==> src/rtl/msg_uart_tx.sv <==
// Message UART transmitter: walks a character ROM from index 0 to MSG_LEN-1 and
// sends each character as an 8N1 frame, with one idle-high LOAD cycle between frames.
module msg_uart_tx #(
  parameter int CLKS_PER_BIT = 16,
  parameter int MSG_LEN      = 10
) (
  input  logic       clk,
  input  logic       rst_n,
  input  logic       start,
  output logic [3:0] rom_addr,
  input  logic [7:0] rom_data,
  output logic       tx,
  output logic       busy,
  output logic       done,
  output logic [2:0] fsm_state
);

  // Handshake: start is a level sampled at each rising edge and only acted on in
  // IDLE; done is a one-cycle completion pulse, and busy covers the whole message.

  typedef enum logic [2:0] {
    IDLE  = 3'd0,
    START = 3'd1,
    DATA  = 3'd2,
    STOP  = 3'd3,
    LOAD  = 3'd4
  } state_t;

  localparam logic [15:0] BAUD_LAST = 16'(CLKS_PER_BIT - 1);
  localparam logic [3:0]  ADDR_LAST = 4'(MSG_LEN - 1);

  state_t      state, state_n;
  logic [15:0] baud_cnt, baud_n;
  logic [2:0]  bit_cnt, bit_n;
  logic [7:0]  shreg, shreg_n;
  logic [3:0]  addr_n;
  logic        tx_n, busy_n, done_n;
  logic        baud_last;

  assign baud_last = (baud_cnt == BAUD_LAST);
  assign fsm_state = state;

  always_ff @(posedge clk) begin
    if (!rst_n) begin
      state    <= IDLE;
      baud_cnt <= '0;
      bit_cnt  <= '0;
      shreg    <= '0;
      rom_addr <= '0;
      tx       <= 1'b1;
      busy     <= 1'b0;
      done     <= 1'b0;
    end else begin
      state    <= state_n;
      baud_cnt <= baud_n;
      bit_cnt  <= bit_n;
      shreg    <= shreg_n;
      rom_addr <= addr_n;
      tx       <= tx_n;
      busy     <= busy_n;
      done     <= done_n;
    end
  end

  // Outputs are registered, so each branch computes the line level for the next cycle.
  always_comb begin
    state_n = state;
    baud_n  = baud_cnt;
    bit_n   = bit_cnt;
    shreg_n = shreg;
    addr_n  = rom_addr;
    tx_n    = tx;
    busy_n  = busy;
    done_n  = 1'b0;
    case (state)
      IDLE: begin
        tx_n   = 1'b1;
        busy_n = 1'b0;
        addr_n = '0;
        if (start) begin
          shreg_n = rom_data;
          baud_n  = '0;
          bit_n   = '0;
          state_n = START;
          tx_n    = 1'b0;
          busy_n  = 1'b1;
        end
      end
      START: begin
        if (baud_last) begin
          baud_n  = '0;
          bit_n   = '0;
          state_n = DATA;
          tx_n    = shreg[0];
        end else begin
          baud_n = baud_cnt + 16'd1;
        end
      end
      DATA: begin
        if (baud_last) begin
          baud_n = '0;
          if (bit_cnt == 3'd7) begin
            state_n = STOP;
            tx_n    = 1'b1;
          end else begin
            // The bit on the line is always shreg[0]; shifting exposes the next one.
            bit_n   = bit_cnt + 3'd1;
            shreg_n = {1'b0, shreg[7:1]};
            tx_n    = shreg[1];
          end
        end else begin
          baud_n = baud_cnt + 16'd1;
        end
      end
      STOP: begin
        if (baud_last) begin
          baud_n = '0;
          tx_n   = 1'b1;
          if (rom_addr == ADDR_LAST) begin
            state_n = IDLE;
            busy_n  = 1'b0;
            done_n  = 1'b1;
            addr_n  = '0;
          end else begin
            addr_n  = rom_addr + 4'd1;
            state_n = LOAD;
          end
        end else begin
          baud_n = baud_cnt + 16'd1;
        end
      end
      LOAD: begin
        shreg_n = rom_data;
        baud_n  = '0;
        bit_n   = '0;
        state_n = START;
        tx_n    = 1'b0;
        busy_n  = 1'b1;
      end
      default: begin
        state_n = IDLE;
      end
    endcase
  end

endmodule

==> config.mk <==
export PLATFORM = sky130hd
export DESIGN_NAME = msg_uart_tx
export DESIGN_NICKNAME = d
export VERILOG_FILES = /design/src/rtl/msg_uart_tx.sv
export SDC_FILE = /design/constraint.sdc
export NUM_CORES = 1
export LEC_CHECK = 0
export CAP_MARGIN = 20
export CORE_ASPECT_RATIO = 1.4
export CORE_MARGIN = 2
export CORE_UTILIZATION = 50
export DETAILED_ROUTE_END_ITERATION = 8
export PLACE_DENSITY = 0.72
export SETUP_SLACK_MARGIN = 0.05
export SYNTH_ARGS = -nofsm -noshare
export SYNTH_HDL_FRONTEND = slang
export SYNTH_SLANG_ARGS = --single-unit
==> constraint.sdc <==
create_clock -name clk -period 4.45 [get_ports clk]
set_clock_uncertainty 0.2 [all_clocks]
set_input_delay 0.89 -clock clk [delete_from_list [all_inputs] [get_ports clk]]
set_output_delay 0.89 -clock clk [all_outputs]
set_load 0.02 [all_outputs]
# After elaboration in Yosys (flattened, before gate mapping)
# Cells that the tools add are included.
# W data, S select, Z words.
# totals
regBits	37
in_bits	11
output_inout_bits	10
# op_classes
addsub	3
n_eq_ne	14
mux	33
n_reduce_logical	16
# ops
operator	count
$pmux W16 S3	1
$mux W16	2
$mux W3	10
$mux W8	3
$pmux W8 S3	1
$add A16 B1 Y16 const B	1
$eq A16 B4 Y1 const B	1
$pmux W3 S5	1
$ne A2 B2 Y1 const B	7
$pmux W3 S4	1
$reduce_and A5 Y1	2
$mux W1	9
$reduce_bool A3 Y1	3
$mux W4	2
$pmux W4 S2	1
$reduce_and A4 Y1	2
$eq A3 B2 Y1 const B	2
$eq A3 B3 Y1 const B	2
$reduce_and A3 Y1	2
$pmux W1 S5	1
$reduce_bool A5 Y1	1
$add A4 B1 Y4 const B	1
$eq A4 B4 Y1 const B	1
$reduce_and A2 Y1	2
other kinds (7)	7

# Longest topological paths before layout
# Gate-level depths: netlist (run 1).
# depth
depth_word	4
depth_mapped	6
ltp_nobuf	6

# Worst setup path before layout (run 1)
# No wires, ideal clock.
# synth_timing
path_kind	input to register
from	input port start
to	register baud_cnt[11]
setup_ns	0.079
arrival_ns	1.839
t_required_ns	4.171
path_slack_ns	2.332
path_stages	4
path_buffers	0
cell_sequence	or4_1 > nand2_1 > nand2_1 > o211ai_1
# synth_via
elab_chain_len	2
# synth_lines
item	line	source
start, declared	9	input logic start,
$ne A2 B2 Y1 (no source line)	-	
$reduce_and A2 Y1 (no source line)	-	
end signal, assigned	55	baud_cnt <= baud_n;
end, declared	33	logic [15:0] baud_cnt, baud_n;
# Every way passes these cells.
# A chain may end at the register's enable or synchronous reset.

==> results of run 1 <==
power groups by stage:
stage                     Sequential (mW)  Combinational (mW)  Clock, mW
after detailed placement            0.354              0.0654          0
after global routing                0.348              0.0722      0.329
after global placement              0.354              0.0643          0
after floorplan                     0.354              0.0424          0
final                               0.347              0.0651      0.302
after CTS                           0.347              0.0656      0.310
worst max-delay path, stage by stage:
cell             delay, ns
clkdlybuf4s50_1       0.45
buf_4                 0.35
nand2b_1              0.19
nor2_1                0.51
a31oi_1               0.16
a31oi_1               0.17
area by class of cell:
cell class	instances	area share [%]
Inverter	6	0.939
Tap cell	43	2.24
Clock buffer	6	3.44
Sequential cell	37	30.9
Clock inverter	2	1.56
Timing Repair Buffer	22	8.97
Multi-Input combinational cell	189	52.0
Yosys cell counts (4+ instances only):
cell type	number	area share, %
dfxtp_1	37	36
a31oi_1	9	2.7
nand4_1	11	3.3
nand2_1	33	6.0
nor2_1	14	2.6
nand3_1	15	3.6
nor4_1	4	1.2
or4_1	6	2.2
ha_1	5	3.0
o211ai_1	4	1.5
inv_1	6	1.1
clkbuf_1	6	1.1
a21oi_1	8	1.9
mux2_2	7	3.8
nand3b_1	5	1.8
mux2i_1	12	5.8
layer usage:
metal,wire (um),share of wire [%]
met5,0,0
met4,118,2.6
met3,116,2.6
met2,2270,50
met1,2040,45
worst max-delay path by stage:
stage	endpoint	slack [ns]	cells past startpoint
detailed placement	baud_cnt[13]$_SDFFE_PN0P_	1.48	6
floorplan	baud_cnt[11]$_SDFFE_PN0P_	2.33	4
CTS	fsm_state[2]	1.73	1
finish	baud_cnt[9]$_SDFFE_PN0P_	1.74	6
global route	baud_cnt[13]$_SDFFE_PN0P_	1.55	6
global placement	baud_cnt[6]$_SDFFE_PN0P_	1.50	6
cell usage in the layout, fill, tap and decap left out, types with 3 or more instances in the layout:
| cell | Yosys | layout |
|---|---|---|
| nand4b_1 | 3 | 3 |
| nor4_1 | 4 | 4 |
| inv_1 | 6 | 6 |
| a31oi_1 | 9 | 9 |
| nor2_1 | 14 | 14 |
| o21ai_1 | 3 | 3 |
| or4_1 | 6 | 6 |
| mux2i_1 | 12 | 12 |
| nand4_1 | 11 | 11 |
| dfxtp_1 | 37 | 37 |
| ha_1 | 5 | 5 |
| clkdlybuf4s50_1 | 0 | 20 |
| nand3_1 | 15 | 15 |
| a21oi_1 | 8 | 8 |
| clkbuf_8 | 0 | 6 |
| or3_1 | 3 | 3 |
| nand2_1 | 33 | 33 |
| nor2b_1 | 3 | 3 |
| xor2_1 | 3 | 3 |
| mux2_2 | 7 | 7 |
| nand3b_1 | 5 | 5 |
| o211ai_1 | 4 | 4 |
| nor4_2 | 3 | 3 |
| o21ai_0 | 3 | 3 |
| nor3b_1 | 3 | 3 |
through the flow:
stage / util [%] / cells
after CTS: 60.7 / 305
after detailed placement: 57.6 / 297
after floorplan: - / 242
after global placement: 57.6 / 297
final: 60.7 / 305
after global routing: 60.7 / 305
logic make-up (layout without fill, tap and decap cells):
| logic type | count (synthesis) | after routing | share of synthesized area, % |
|---|---|---|---|
| buffers and inverters | 16 | 36 | 3.46 |
| multiplexers | 19 | 19 | 9.67 |
| flip-flops | 37 | 37 | 36.0 |
| AO/OA/AOI/OAI | 42 | 42 | 13.6 |
| AND/OR/NAND/NOR | 119 | 119 | 32.6 |
| adder cells (fa/ha/maj) | 5 | 5 | 3.04 |
| XOR/XNOR | 4 | 4 | 1.70 |
registers in the layout, indices dropped and copies added (netlist names):
signal	count
baud_cnt	16
shreg	8
rom_addr	4
bit_cnt	3
fsm_state	3
busy	1
done	1
tx	1
==> results.md, run 1 <==
* # rows at 27
* Via count of the first global-routing pass at 1781
* Post-Place Worst Slack at 1.48 ns
* Synthesis-to-finish area growth at 16.5%
* Number of nets with antenna violations after routing at 0
* Post-synth ARST share at 0%
* Min setup slack post-route at 1.74 ns
* Internal power of the cells at 552 uW
* Critical path class: input port to register
* Critical path startpoint: rst_n
* Number of ports placed on the die boundary at 21
* Cell Area, Placed at 2280 um2
* Transition time at the pin with the least slew margin at 0.674 ns
* Switching part of the total at 22.7%
* Highest clock rate at 369 MHz
* Total nets after synthesis at 258
* Post-DP HPWL at 3250 um
* Final setup violating endpoints at 0
* Relative max-transition margin at 55.0%
* Cell Pwr Density at 298 nW/um2
* Number of CTS-inserted buffers at 5
* GR peak layer: met2
* GP Congestion at 0.837
* Initial antenna violation count at 0
* Overall power at 714 uW
* Hold Path Stages at 2
* Synthesized area per cell at 8.51 um2
* Met2 usage in global routing at 37.3%
* Beginning of the worst register-to-register path: baud_cnt[0]$_SDFFE_PN0P_
* Maximum capacitance violations at 0
* Leakage power of the design at 0.836 nW
* Distinct cell type count after synthesis at 49
* Run status: complete, no violations
* Sequential fraction of design power at 48.6%
* Final critical-path required period at 2.71 ns
* Final net count at 277
* Slack of the worst reg-to-reg path at 2.08 ns
* Post CTS Setup Buffer Count at 0
* Fraction of power consumed by the clock network at 42.3%
* Htree depth at 2
* Worst Path Required at 4.47 ns
* Synthesized flop and latch total at 37
* FF/Latch Area at 741 um2
* Total length of routed wires at 4540 um
* Syn Std Cell Area at 2060 um2
* Remaining routing DRC violations at 0
* Clock transition at the registers of the reported paths at 0.08 ns
* Critical Path Source Type: input port
* Resized Gates After CTS at 0
* Total congestion overflow after global routing at 0
* Multi-input gate area at 1250 um2
* Port Buffer Count at 20
* Data arrival time of the critical path at 2.73 ns
* Die outline height at 79.9 um
* Global-route track usage on met3 at 4.38%
* Met1 track demand over resource at 23.6%
* Final TNS setup at 0 ns
* Routed wire per std cell at 14.9 um
* FF-to-FF path depth at 5
* Inserted Diodes at 0
* Yosys warns at 0
* Worst Path Max Fanout at 41
* Starting utilization of the core area at 52.1%
* Filler Cell Count at 352
* Die area at 4650 um2
* Count of clock tree sinks at 37
* Global-route wire length before repair at 7750 um
* Post-synthesis instance total at 242
* Vias per std cell at 6.17
* Area of all placed cells without fillers at 2400 um2
* Total via count in the routed design at 1882
* Worst R2R End: done$_SDFF_PN0_
* GRT Resource Usage Total at 21.1%
* Number of DRC markers in iteration 0 at 110
* Max rail drop VDD at 0.295 mV
* Fraction of final layout cells sized beyond drive strength 1 at 9.54%
* Post-Route Hold Slack at 0.262 ns
* Combinational Power Share at 9.1%
* Hold bufs inserted after CTS at 0
* Maximum clock insertion buffer count at 2
* Worst min-delay path startpoint: shreg[4]$_SDFFE_PN0P_
* Most used flip-flop cell after synthesis: dfxtp_1
* Number of flops mapped to enable cells by yosys at 0
* Hold worst-path end: shreg[4]$_SDFFE_PN0P_
* Net switching power at 162 uW
* Type of destination of the critical path: register
* Clk Latency, worst-skew pair at 0.29 ns
* TritonRoute pass-1 iters at 4
* Clk Tree Root Cell: clkbuf_8
* Largest net degree at the start of global routing at 42
* Worst hold-check path type: register to register
* Setup repair after global routing missed its margin: no
* Period Utilization, post-route at 60.9%
* Width of the die at 58.2 um
* Proportion of synthesized chip area in sequential cells at 36.0%
* Area inside the core boundary at 3950 um2
* TritonCTS clock tree: done
* Final-report hold violation count at 0
* Count of final max-slew check failures at 0
Note: power is estimated with default switching activity, not from simulation.
==> run 2: changes to the inputs <==
Clock period 4.45 ns to 2.7 ns, I/O delays scaled along.
==> run 2 against run 1 <==
- via count is 2.6% higher
- critical path depth is 5 lower
- largest power group unchanged
- design area up 1.1%
- combinational power increased by 71%
- global-route usage increased by 1.4 points
- highest routed layer unchanged
- non-clock buffer count is 6 higher
- worst hold slack gained 0.0026 ns
- wire length rose by 3.3%
- total power is 56% higher
- final cell count increased by 2.0%
==> results.md, run 2 (synthesized netlist as in run 1, its figures left out) <==
* Htree depth at 2
* Post CTS Setup Buffer Count at 0
* Max rail drop VDD at 0.438 mV
* Min setup slack post-route at 0.340 ns
* Area inside the core boundary at 3950 um2
* Vias per std cell at 6.21
* Hold Path Stages at 2
* Die outline height at 79.9 um
* Most frequent standard cell in the layout excluding fill and tap cells: dfxtp_1
* FF-to-FF path depth at 6
* GP Congestion at 0.884
* Highest clock rate at 424 MHz
* Routed wire per std cell at 15.1 um
* Fraction of power consumed by the clock network at 38.9%
* Clock transition at the registers of the reported paths at 0.07 ns
* Post-Route Hold Slack at 0.264 ns
* Final net count at 283
* Critical-path cell list: clkdlybuf4s50_1
* Inserted Diodes at 0
* Slowest stage delay, CP at 0.71 ns
* Starting utilization of the core area at 52.1%
* Cell type group with the largest total delay on the critical path: buffers and inverters
* Relative max-transition margin at 61.0%
* Internal power of the cells at 842 uW
* Post-DP HPWL at 3410 um
* Via count of the first global-routing pass at 1839
* Hold bufs inserted after CTS at 0
* Die area at 4650 um2
* Worst Path Max Fanout at 15
* Total length of routed wires at 4690 um
* GRT Resource Usage Total at 22.5%
* Transition time at the pin with the least slew margin at 0.583 ns
* Overall power at 1.12 mW
* Fraction of final layout cells sized beyond drive strength 1 at 11.6%
* Clk Tree Root Cell: clkbuf_8
* Maximum capacitance violations at 0
* Final TNS setup at 0 ns
* Cell Pwr Density at 461 nW/um2
* # rows at 27
* Number of DRC markers in iteration 0 at 61
* TritonCTS clock tree: done
* Maximum clock insertion buffer count at 2
* Sequential fraction of design power at 51.2%
* Port Buffer Count at 20
* CP Depth at 1
* Count of clock tree sinks at 37
* Largest Register: baud_cnt
* Biggest regs: baud_cnt (16), shreg (8), rom_addr (4)
* Data arrival time of the critical path at 1.62 ns
* Worst Path Required at 1.96 ns
* Number of ports placed on the die boundary at 21
* Post-Place Worst Slack at 0.236 ns
* Global-route wire length before repair at 8170 um
* Final-report hold violation count at 0
* Period Utilization, post-route at 87.4%
* Net switching power at 276 uW
* Largest register FFs at 16
* Slowest library cell on the worst path: clkdlybuf4s50_1
* Final critical-path required period at 2.36 ns
* CP Buf/Inv Count at 1
* Final setup violating endpoints at 0
* Synthesis-to-finish area growth at 17.8%
* Final core utilization at 61.3%
* Leakage power of the design at 0.863 nW
* Initial antenna violation count at 0
* Count of final max-slew check failures at 0
* Remaining routing DRC violations at 0
* Run status: complete, no violations
* Number of CTS-inserted buffers at 5
* Critical path class: register to output pin
* TritonRoute pass-1 iters at 4
* Clk Latency, worst-skew pair at 0.30 ns
* Type of destination of the critical path: output pin
* Number of nets with antenna violations after routing at 0
* Largest net degree at the start of global routing at 32
* Critical Path Source Type: register
* Total via count in the routed design at 1930
* Width of the die at 58.2 um
* Total congestion overflow after global routing at 0
* Commonest cells after routing, fill and taps aside: dfxtp_1 (37), nand2_1 (33), clkdlybuf4s50_1 (20), nand3_1 (15), nor2_1 (14)
* Switching part of the total at 24.7%
* Resized Gates After CTS at 0
* Worst hold-check path type: register to register
* Combinational Power Share at 9.9%
* Setup repair after global routing missed its margin: no
[run 2: tightest hold or removal path, delay by kind of cell (launching register included)]
| family | cells | cell delay, ns |
|---|---|---|
| flip-flops | 1 | 0.31 |
| multiplexers | 1 | 0.06 |
| AND/OR/NAND/NOR | 1 | 0.05 |
[run 2: cell type report]
cell class                      count  area [um2]
Clock buffer                        7        96.3
Multi-Input combinational cell    189        1250
Clock inverter                      1        5.00
Tap cell                           43        53.8
Fill cell                         357        1530
Timing Repair Buffer               28         260
Inverter                            6        22.5
Sequential cell                    37         741
[run 2: worst paths after layout]
| check | to | startpoint | slack (ns) |
|---|---|---|---|
| max reg2reg | baud_cnt[1]$_SDFFE_PN0P_ | baud_cnt[0]$_SDFFE_PN0P_ | 0.57 |
| min reg2reg | shreg[3]$_SDFFE_PN0P_ | shreg[3]$_SDFFE_PN0P_ | 0.26 |
| max | fsm_state[0] | fsm_state[0]$_SDFFE_PN0P_ | 0.34 |
| min | shreg[3]$_SDFFE_PN0P_ | shreg[3]$_SDFFE_PN0P_ | 0.26 |
[run 2: metrics by stage]
stage	std cells	area (um2)
after floorplan	242	2060
after global placement	303	2320
after detailed placement	303	2320
after CTS	311	2420
after global routing	311	2420
final	311	2420
[run 2: metal layers]
layer | GRT usage [%] | up-vias | wire length, um
li1 | - | 968 | -
met1 | 24.4 | 910 | 1990
met2 | 40.1 | 42 | 2420
met3 | 5.02 | 10 | 171
met4 | 11.2 | 0 | 109
met5 | 0 | - | 0
[run 2: power by group through the flow]
| stage | sequential, mW | combinational (mW) | clock [mW] |
|---|---|---|---|
| 3_3_place_gp | 0.584 | 0.109 | 0 |
| 3_5_place_dp | 0.584 | 0.111 | 0 |
| 6_report | 0.572 | 0.111 | 0.435 |
| 5_1_grt | 0.573 | 0.123 | 0.467 |
| 2_1_floorplan | 0.583 | 0.0700 | 0 |
| 4_1_cts | 0.571 | 0.111 | 0.439 |
